<file path="src/rtl/jogador_automatico_pkg.sv">
// Shared types and constants for the autonomous memory-game player.
package jogador_automatico_pkg;

    localparam int DEPTH   = 16;
    localparam int ENTRY_W = 4;
    localparam int ADDR_W  = $clog2(DEPTH);
    localparam int SIZE_W  = $clog2(DEPTH + 1);

    typedef enum logic [3:0] {
        ST_IDLE          = 4'd0,
        ST_PARTIDA       = 4'd1,
        ST_ESPERA_LED    = 4'd2,
        ST_ESPERA_APAGA  = 4'd3,
        ST_ESPERA_QUIETO = 4'd4,
        ST_PRESSIONA     = 4'd5,
        ST_SOLTA         = 4'd6,
        ST_FIM           = 4'd7
    } estado_t;

    localparam logic [1:0] RES_NENHUM = 2'b00;
    localparam logic [1:0] RES_GANHOU = 2'b01;
    localparam logic [1:0] RES_PERDEU = 2'b10;
    localparam logic [1:0] RES_ERRO   = 2'b11;

    function automatic logic is_onehot(input logic [ENTRY_W-1:0] v);
        return (v != '0) && ((v & (v - ENTRY_W'(1))) == '0);
    endfunction

    function automatic int max_of(input int a, input int b);
        return (a > b) ? a : b;
    endfunction

endpackage

</file>
<file path="src/rtl/jogador_automatico_memoria_sequencia.sv">
// 16x4 register file holding the LED sequence captured from the game.
module memoria_sequencia
    import jogador_automatico_pkg::*;
(
    input  logic               clock,
    input  logic               we,
    input  logic [ADDR_W-1:0]  addr_w,
    input  logic [ENTRY_W-1:0] wr_data,
    input  logic [ADDR_W-1:0]  addr_r,
    output logic [ENTRY_W-1:0] rd_data
);

    logic [ENTRY_W-1:0] mem [DEPTH];

    // NOTE: storage has no reset; entries are only read below the valid count, so stale data is harmless.
    always_ff @(posedge clock) begin
        if (we) begin
            mem[addr_w] <= wr_data;
        end
    end

    assign rd_data = mem[addr_r];

endmodule

</file>
<file path="src/rtl/jogador_automatico.sv">
// Autonomous player: watches the game LEDs, records each new one, and replays the sequence as timed presses.
module jogador_automatico
    import jogador_automatico_pkg::*;
#(
    parameter int PRESS_CYCLES = 5,
    parameter int GAP_CYCLES   = 510,
    parameter int QUIET_CYCLES = 16,
    parameter int JOGAR_CYCLES = 5
) (
    input  logic       clock,
    input  logic       reset,
    input  logic       iniciar,
    input  logic [3:0] leds,
    input  logic       pronto,
    input  logic       ganhou,
    input  logic       perdeu,
    output logic       jogar,
    output logic [3:0] botoes,
    output logic       ativo,
    output logic       erro,
    output logic [1:0] resultado,
    output logic [3:0] db_estado,
    output logic [4:0] db_tamanho
);

    localparam int CNT_MAX = max_of(max_of(PRESS_CYCLES, GAP_CYCLES),
                                    max_of(QUIET_CYCLES, JOGAR_CYCLES));
    localparam int CNT_W   = $clog2(CNT_MAX + 1);

    localparam logic [CNT_W-1:0] PRESS_LAST = CNT_W'(PRESS_CYCLES - 1);
    localparam logic [CNT_W-1:0] GAP_LAST   = CNT_W'(GAP_CYCLES - 1);
    localparam logic [CNT_W-1:0] JOGAR_LAST = CNT_W'(JOGAR_CYCLES - 1);
    // Quiet window counts from the first zero sample, so replay starts QUIET_CYCLES+1 edges later.
    localparam logic [CNT_W-1:0] QUIET_END  = CNT_W'(QUIET_CYCLES);

    estado_t            estado, estado_d;
    logic [CNT_W-1:0]   cnt_tempo, cnt_d;
    logic [ADDR_W-1:0]  idx, idx_d;
    logic [SIZE_W-1:0]  tamanho, tamanho_d;
    logic               erro_d;
    logic [1:0]         resultado_d;
    logic               iniciar_q;
    logic               we;
    logic [ENTRY_W-1:0] rd_data;
    logic               status_hit;

    memoria_sequencia u_memoria (
        .clock   (clock),
        .we      (we),
        .addr_w  (tamanho[ADDR_W-1:0]),
        .wr_data (leds),
        .addr_r  (idx_d),
        .rd_data (rd_data)
    );

    assign status_hit = (estado != ST_IDLE) && (estado != ST_FIM) && (perdeu || ganhou || pronto);

    // NOTE: every signal gets a default before the case so no path leaves one unassigned (no latches).
    always_comb begin
        estado_d    = estado;
        cnt_d       = cnt_tempo + 1'b1;
        idx_d       = idx;
        tamanho_d   = tamanho;
        erro_d      = erro;
        resultado_d = resultado;
        we          = 1'b0;

        case (estado)
            ST_IDLE: begin
                cnt_d       = '0;
                tamanho_d   = '0;
                erro_d      = 1'b0;
                resultado_d = RES_NENHUM;
                if (iniciar) estado_d = ST_PARTIDA;
            end
            ST_PARTIDA: begin
                if (cnt_tempo == JOGAR_LAST) begin
                    cnt_d    = '0;
                    estado_d = ST_ESPERA_LED;
                end
            end
            ST_ESPERA_LED: begin
                cnt_d = '0;
                if (leds != '0) begin
                    if (!is_onehot(leds) || tamanho == SIZE_W'(DEPTH)) begin
                        erro_d   = 1'b1;
                        estado_d = ST_FIM;
                    end else begin
                        we        = 1'b1;
                        tamanho_d = tamanho + 1'b1;
                        estado_d  = ST_ESPERA_APAGA;
                    end
                end
            end
            ST_ESPERA_APAGA: begin
                cnt_d = '0;
                if (leds == '0) estado_d = ST_ESPERA_QUIETO;
            end
            ST_ESPERA_QUIETO: begin
                // A returning LED is the same display flickering, not a new entry.
                if (leds != '0) begin
                    cnt_d    = '0;
                    estado_d = ST_ESPERA_APAGA;
                end else if (cnt_tempo == QUIET_END) begin
                    cnt_d    = '0;
                    idx_d    = '0;
                    estado_d = ST_PRESSIONA;
                end
            end
            ST_PRESSIONA: begin
                if (cnt_tempo == PRESS_LAST) begin
                    cnt_d    = '0;
                    estado_d = ST_SOLTA;
                end
            end
            ST_SOLTA: begin
                if (cnt_tempo == GAP_LAST) begin
                    cnt_d = '0;
                    if (({1'b0, idx} + 1'b1) < tamanho) begin
                        idx_d    = idx + 1'b1;
                        estado_d = ST_PRESSIONA;
                    end else begin
                        estado_d = ST_ESPERA_LED;
                    end
                end
            end
            ST_FIM: begin
                cnt_d = '0;
                if (iniciar && !iniciar_q) estado_d = ST_IDLE;
            end
            default: begin
                cnt_d    = '0;
                estado_d = ST_IDLE;
            end
        endcase

        // Game status overrides any capture or replay step in the same cycle.
        if (status_hit) begin
            we        = 1'b0;
            tamanho_d = tamanho;
            erro_d    = erro;
            cnt_d     = '0;
            estado_d  = ST_FIM;
            if (perdeu)      resultado_d = RES_PERDEU;
            else if (ganhou) resultado_d = RES_GANHOU;
        end

        if (erro_d) resultado_d = RES_ERRO;
    end

    // NOTE: sequential state uses non-blocking assignments so all registers update from the same pre-edge values.
    always_ff @(posedge clock or posedge reset) begin
        if (reset) begin
            estado     <= ST_IDLE;
            cnt_tempo  <= '0;
            idx        <= '0;
            tamanho    <= '0;
            erro       <= 1'b0;
            resultado  <= RES_NENHUM;
            iniciar_q  <= 1'b0;
            jogar      <= 1'b0;
            botoes     <= '0;
            ativo      <= 1'b0;
            db_tamanho <= '0;
        end else begin
            estado     <= estado_d;
            cnt_tempo  <= cnt_d;
            idx        <= idx_d;
            tamanho    <= tamanho_d;
            erro       <= erro_d;
            resultado  <= resultado_d;
            iniciar_q  <= iniciar;
            jogar      <= (estado_d == ST_PARTIDA);
            botoes     <= (estado_d == ST_PRESSIONA) ? rd_data : '0;
            ativo      <= (estado_d != ST_IDLE) && (estado_d != ST_FIM);
            db_tamanho <= tamanho;
        end
    end

    assign db_estado = estado;

endmodule

</file>
<file path="config.mk">
export PLATFORM = sky130hd
export DESIGN_NAME = jogador_automatico
export DESIGN_NICKNAME = d
export VERILOG_FILES = /design/src/rtl/jogador_automatico_pkg.sv /design/src/rtl/jogador_automatico_memoria_sequencia.sv /design/src/rtl/jogador_automatico.sv
export SDC_FILE = /design/constraint.sdc
export NUM_CORES = 1
export LEC_CHECK = 0
export ABC_AREA = 1
export ABC_CLOCK_PERIOD_IN_PS = 2980
export CORE_ASPECT_RATIO = 0.5
export CORE_MARGIN = 3
export CORE_UTILIZATION = 60
export DETAILED_ROUTE_END_ITERATION = 10
export PLACE_DENSITY = 0.8
export SLEW_MARGIN = 20
export SYNTH_ARGS = -nofsm -noshare
export SYNTH_HDL_FRONTEND = slang
export SYNTH_SLANG_ARGS = --single-unit
</file>
<file path="constraint.sdc">
create_clock -name clock -period 2.98 [get_ports clock]
set_input_delay 0.596 -clock clock [delete_from_list [all_inputs] [get_ports clock]]
set_output_delay 0.596 -clock clock [all_outputs]
set_load 0.01 [all_outputs]
</file>
==> results of run 1 <==
==> metal layers <==
layer,routed length [um],track usage (%),vias to the layer above
met4,283,10.3,0
met1,4860,33.6,1800
met3,991,8.06,30
met5,0,0,-
met2,5070,38.5,179
li1,-,-,1767
==> synthesized netlist by cell type, drive strengths merged (6+ instances only) <==
master | count | area [um2]
a21oi | 13 | 72.6
buf | 11 | 108
dfrtp | 37 | 926
edfxtp | 64 | 1920
ha | 12 | 150
inv | 65 | 246
nand2 | 112 | 463
nand3 | 85 | 470
nand4 | 7 | 58.8
nor2 | 54 | 215
nor3 | 11 | 66.3
o21ai | 8 | 43.8
xor2 | 6 | 52.6
==> kinds of logic (layout without fill, tap and decap cells) <==
group	count (synthesis)	in the layout	synth area share, %
adders and majority gates	12	12	3.05
and+or+nand+nor	279	279	27.3
buffers and inverters	77	127	7.26
AOI/OAI and AO/OA	26	26	3.32
DFF	101	101	57.8
other	1	1	0.0761
xor gates and xnor gates	7	7	1.24
==> placed cells by master, fill, tap and decap left out, types with 2 or more instances in the layout <==
cell type / netlist / routed
nand2_2: 2 / 2
inv_6: 0 / 2
clkdlybuf4s50_1: 0 / 27
nor3b_1: 2 / 2
nand3_1: 76 / 76
nand3b_1: 5 / 5
o21ai_0: 7 / 7
nand3_2: 9 / 9
inv_2: 2 / 2
nor3_1: 10 / 10
nand2_1: 105 / 105
nor2_1: 51 / 51
nand4_1: 6 / 6
bufinv_16: 0 / 2
a21oi_2: 2 / 3
a21oi_1: 11 / 10
o221ai_1: 2 / 2
inv_1: 62 / 62
nor2_2: 2 / 2
nand2_4: 5 / 4
clkbuf_16: 0 / 9
ha_1: 12 / 12
dfrtp_1: 37 / 36
buf_4: 0 / 16
edfxtp_1: 64 / 64
xor2_1: 6 / 6
clkinv_4: 0 / 2
==> where the power goes <==
| group | leakage, nW | internal (mW) | switching, mW |
|---|---|---|---|
| Sequential | 1.02 | 1.57 | 0.0792 |
| Clock | 0.158 | 0.745 | 0.516 |
| Combinational | 1.29 | 0.257 | 0.377 |
| Total | 2.47 | 2.58 | 0.972 |
==> worst max-delay path: cells and delay by family (launching register included) <==
family	cells	cell delay [ns]
adder cells (fa/ha/maj)	2	0.53
flip-flops	1	0.46
XOR/XNOR	1	0.22
buffers and inverters	1	0.23
AND/OR/NAND/NOR	11	1.02
AO/OA/AOI/OAI	1	0.19
==> how the worst max path moves through the flow <==
stage / startpoint / endpoint / cells after the start
after floorplan: idx[0] / botoes[0] / 15
after detailed placement: leds[0] / botoes[2] / 17
after global routing: idx[0] / botoes[3] / 15
after global placement: leds[0] / botoes[3] / 16
final: idx[0] / botoes[2] / 16
after CTS: idx[0] / botoes[2] / 17
==> registers in the layout, summed over array words and instances (netlist names) <==
signal / count
tamanho: 5
ativo: 1
idx: 4
erro: 1
cnt_tempo: 9
resultado: 2
db_tamanho: 5
jogar: 1
u_memoria.mem: 64
db_estado: 4
iniciar_q: 1
botoes: 4
==> layout make-up <==
cell class / count / area, um2
Sequential cell: 101 / 2850
Fill cell: 529 / 1930
Multi-Input combinational cell: 325 / 1740
Timing Repair Buffer: 45 / 425
Inverter: 66 / 250
Clock buffer: 10 / 229
Tap cell: 108 / 135
Clock inverter: 6 / 95.1
==> repair_timing <==
item,4_1_cts,5_1_grt
buffers inserted,0,2
pin swaps,0,1
hold endpoints to repair,0,0
gates resized for setup,1,4
setup endpoints to repair,1,4
==> reports/results.tsv, run 1 <==
metric	value	unit
post-route-util	74.8	%
skew	0.00999	ns
fin_ws	0.197	ns
synthToLayoutAreaGrowth	16.0	%
cts_buffers	9	
synth_ff_type	edfxtp_1	
r2r_slack	0.20	ns
arrival	3.03	ns
num_vias	3776	
grt_pass1_vias	3717	
routedWlPerCell	16.9	um
syn_area	4930	um2
gp_congestion	0.871	
worstSkewPairLatency	0.35	ns
hp-start	tamanho[4]	
die_h	70.1	um
antenna_found_initial	0	
fin_crit	2.78	ns
hold_path_depth	0	
cts_tree	done	
status	complete, no violations	
crit_path_frequent_cell	nand2_1	
dp_hpwl	7350	um
grt_max_degree	38	
drt_first_pass_iters	5	
ys_types	38	
critPathRequiredTime	3.23	ns
place_ws	-0.102	ns
fmax	359	MHz
crit_path_max_fanout	29	
n_antenna_cell	0	
power.density	620	nW/um2
crit_path_end_kind	flop	
numPortBuffers	27	
overflow	0	
clkTransAtPathRegs	0.07	ns
die_area	9410	um2
p_leak	2.47	nW
pin_count	28	
max_slew.worst_pin.slew	0.499	ns
clkSinkCount	101	
yosys_register_bits	101	
grt_pass1_wl	18300	um
max-cap-violations	0	
finalSetupTns	0	ns
dr.first_iter.drc_count	371	
wl	11200	um
slew_headroom	66.5	%
start_util	64.4	%
dp_cells	643	
crit_slowest_cell	dfrtp_2	
hold_viol	0	
cts_hold_buf	0	
syn_area_per_cell	9.80	um2
route.detailed.drc	0	
rsz0062_at_grt	false	
cp-start-kind	flop	
synth_edf_count	64	
viasPerCell	5.71	
ctsRootBufferMaster	clkbuf_16	
htree_levels	3	
crit_path_max_incr_delay	0.46	ns
finalPower	3.55	mW
path_class	flop to flop	
core	7650	um2
ant_nets	0	
reg2reg_from	idx[0]	
rows	22	
maxSlewViolCount	0	
clk_path_buf_depth	2	
r2r_end	botoes[2]	
irDropWorstVdd	0.375	mV
final_cells	661	
r2r_cells	16	
die_x	134	um
placed_area	5360	um2
worstPathCellList	ha_1 -> xor2_1 -> ha_1 -> nand2_1 -> nand2_1 -> a21oi_2 -> nand4_4 -> nand2_4 -> buf_8 -> nand3_1 -> nand3_1 -> nand3_1 -> nand2_1 -> nand2_1 -> nand2_1 -> nor2_1	
synth.net_count	525	
final_area	5720	um2
async_flop_share	36.6	%
worstHoldEndpoint	db_tamanho[4]	
drive_gt1_share	11.6	%
hold_slack	0.448	ns
setup_viol	0	
num-nets-final	570	
yosys_warnings	0	
post-route-period-util	93.4	%
min_path_type	flop to flop	
syn_inst	503	
grt_usage	25.2	%
seq_area_frac_synth	57.8	%
(Power assumes the default switching activity.)
==> inputs of run 2 (changes only) <==
--- a/config.mk
+++ b/config.mk
@@ -7,11 +7,13 @@
 export LEC_CHECK = 0
 export ABC_AREA = 1
 export ABC_CLOCK_PERIOD_IN_PS = 2980
+export CELL_PAD_IN_SITES_DETAIL_PLACEMENT = 0
+export CELL_PAD_IN_SITES_GLOBAL_PLACEMENT = 1
 export CORE_ASPECT_RATIO = 0.5
 export CORE_MARGIN = 3
-export CORE_UTILIZATION = 60
+export CORE_UTILIZATION = 47
 export DETAILED_ROUTE_END_ITERATION = 10
-export PLACE_DENSITY = 0.8
+export PLACE_DENSITY_LB_ADDON = 0.1
 export SLEW_MARGIN = 20
 export SYNTH_ARGS = -nofsm -noshare
 export SYNTH_HDL_FRONTEND = slang
==> run 2 against run 1 <==
Design area increased by 0.72%. Maximum frequency increased by 0.13%. Sequential share of layout area decreased by 0.38 points. Highest routed layer unchanged. First-iteration DRC count decreased by 22%. Flip-flop and latch count unchanged.
==> reports/results.tsv, run 2 (synthesized netlist as in run 1, its figures left out) <==
metric	value	unit	change
status	complete, no violations		
cp-start-kind	flop		
die_x	151	um	+12%
final_cells	694		+5.0%
crit_path_max_fanout	8		-72%
final_common_cell	nand2_1		
viasPerCell	5.22		-8.7%
arrival	3.02	ns	about the same
worstPathCellList	ha_1 -> xor2_2 -> ha_1 -> nand2_1 -> nand2_1 -> a21oi_2 -> nand4_4 -> buf_4 -> o22ai_2 -> inv_2 -> nand3_1 -> nand2_1 -> nor2_1 -> nor2_1		
slew_headroom	65.7	%	-0.75 points
fmax	360	MHz	+0.13%
routedWlPerCell	16.6	um	-2.0%
num-nets-final	576		+1.1%
max-cap-violations	0		unchanged
setup_viol	0		unchanged
p_int	2.41	mW	-6.5%
finalSetupTns	0	ns	unchanged
core	9820	um2	+28%
hold_viol	0		unchanged
drive_gt1_share	12.5	%	+0.95 points
cts_tree	done		
dp_cells	673		+4.7%
grt_usage	20.7	%	-4.5 points
pin_count	28		unchanged
ant_nets	0		unchanged
cts_buffers	9		unchanged
crit_slowest_cell	dfrtp_1		
critPathRequiredTime	3.23	ns	about the same
regMostFlops	u_memoria.mem		
p_seq_share	48.5	%	+1.9 points
p_leak	2.47	nW	+0.16%
rsz0062_at_grt	false		
min_path_type	flop to flop		
ctsRootBufferMaster	clkbuf_16		
largest_reg_flops	64		unchanged
nFillCells	867		+64%
worstSkewPairLatency	0.35	ns	about the same
die_h	78.4	um	+12%
crit_path_end_kind	flop		
rows	25		+14%
start_util	50.2	%	-14 points
overflow	0		unchanged
final_cell_mix	105 x nand2_1, 76 x nand3_1, 64 x edfxtp_1		
dr.first_iter.drc_count	290		-22%
antenna_found_initial	0		unchanged
synthToLayoutAreaGrowth	16.9	%	
htree_levels	3		unchanged
grt_pass1_vias	3461		-6.9%
post-route-period-util	93.3	%	-0.12 points
hold_path_depth	0		unchanged
grt_max_degree	38		unchanged
p_sw_share	29.2	%	+1.8 points
crit_path_frequent_cell	nand2_1		
clkTransAtPathRegs	0.07	ns	about the same
crit_path_max_incr_delay	0.42	ns	-0.04 ns
power.density	590	nW/um2	-4.8%
route.detailed.drc	0		unchanged
reg_top3	u_memoria.mem (64), cnt_tempo (9)		
num_vias	3620		-4.1%
irDropWorstVdd	0.348	mV	-7.2%
path_class	flop to flop		
clockPowerShare	32.7	%	-2.8 points
comb_power_share	18.7	%	+0.8 points
gp_congestion	0.840		-3.5%
grt_pass1_wl	18400	um	+0.26%
fin_crit	2.78	ns	-0.00368 ns
numPortBuffers	27		unchanged
wl	11500	um	+2.9%
max_slew.worst_pin.slew	0.514	ns	+0.0151 ns
r2r_cells	14		-2
n_antenna_cell	0		unchanged
skew	0.00692	ns	-0.00307 ns
maxSlewViolCount	0		unchanged
switchingPower	0.992	mW	+2.0%
dp_hpwl	7920	um	+7.8%
drt_first_pass_iters	5		unchanged
clkSinkCount	101		unchanged
clk_path_buf_depth	2		unchanged
die_area	11800	um2	+26%
## run 2: cell types whose count changed in the layout (fill, tap and decap cells not counted), sizes merged
cell / delta
clkinvlp: +1
buf: +6
bufinv: -2
inv: +1
## run 2: timing repair
action,4_1_cts,5_1_grt
gates resized for setup,0,5
buffers inserted,0,5
endpoints found under the setup margin,0,4
hold endpoints to repair,0,0
hold buffers,0,0
## run 2: metal layers
layer	vias up	part of all wire [%]	track usage, %
met1	1709	49	31.1
met3	10	7.1	5.71
li1	1776	-	-
met4	0	0.92	5.24
met2	125	43	29.6
met5	-	0	0
## run 2: worst paths after layout
check                                 to  startpoint  slack, ns
max                            botoes[0]      idx[0]       0.20
min                        db_tamanho[4]  tamanho[4]       0.45
max reg2reg                    botoes[0]      idx[0]       0.20
min reg2reg                db_tamanho[4]  tamanho[4]       0.45
max in group asynchronous   cnt_tempo[5]       reset       1.95
min in group asynchronous   cnt_tempo[1]       reset       0.67
## run 2: layout make-up
type / instances / area, um2 / share of cell area, %
Tap cell: 135 / 169 / 2.93
Clock buffer: 10 / 229 / 3.97
Multi-Input combinational cell: 325 / 1750 / 30.4
Clock inverter: 6 / 46.3 / 0.803
Inverter: 66 / 250 / 4.34
Sequential cell: 101 / 2850 / 49.4
Timing Repair Buffer: 51 / 467 / 8.10
## run 2: worst max-delay path: cells and delay by family (launching register included)
family	cells	cell delay [ns]
AND/OR/NAND/NOR	7	0.71
flip-flops	1	0.42
buffers and inverters	2	0.36
AO/OA/AOI/OAI	2	0.47
adder cells (fa/ha/maj)	2	0.54
XOR/XNOR	1	0.17
## run 2: per-stage QoR
| step | power, mW | area, um2 | hold WS [ns] | util (%) | setup slack, ns |
|---|---|---|---|---|---|
| 2_1_floorplan | 2.01 | 4930 | 0.394 | - | 0.440 |
| 3_3_place_gp | 2.31 | 5420 | 0.428 | 55.1 | 0.0455 |
| 3_5_place_dp | 2.31 | 5420 | 0.434 | 55.1 | 0.0224 |
| 4_1_cts | 3.41 | 5690 | 0.449 | 57.9 | 0.0653 |
| 5_1_grt | 3.56 | 5760 | 0.468 | 58.7 | 0.0178 |
| 6_report | 3.40 | 5760 | 0.449 | 58.7 | 0.200 |
## run 2: power groups by stage
stage	logic (mW)	registers [mW]	clock network (mW)
2_1_floorplan	0.321	1.69	0
3_3_place_gp	0.632	1.68	0
3_5_place_dp	0.632	1.68	0
4_1_cts	0.635	1.65	1.13
5_1_grt	0.712	1.66	1.19
6_report	0.637	1.65	1.11
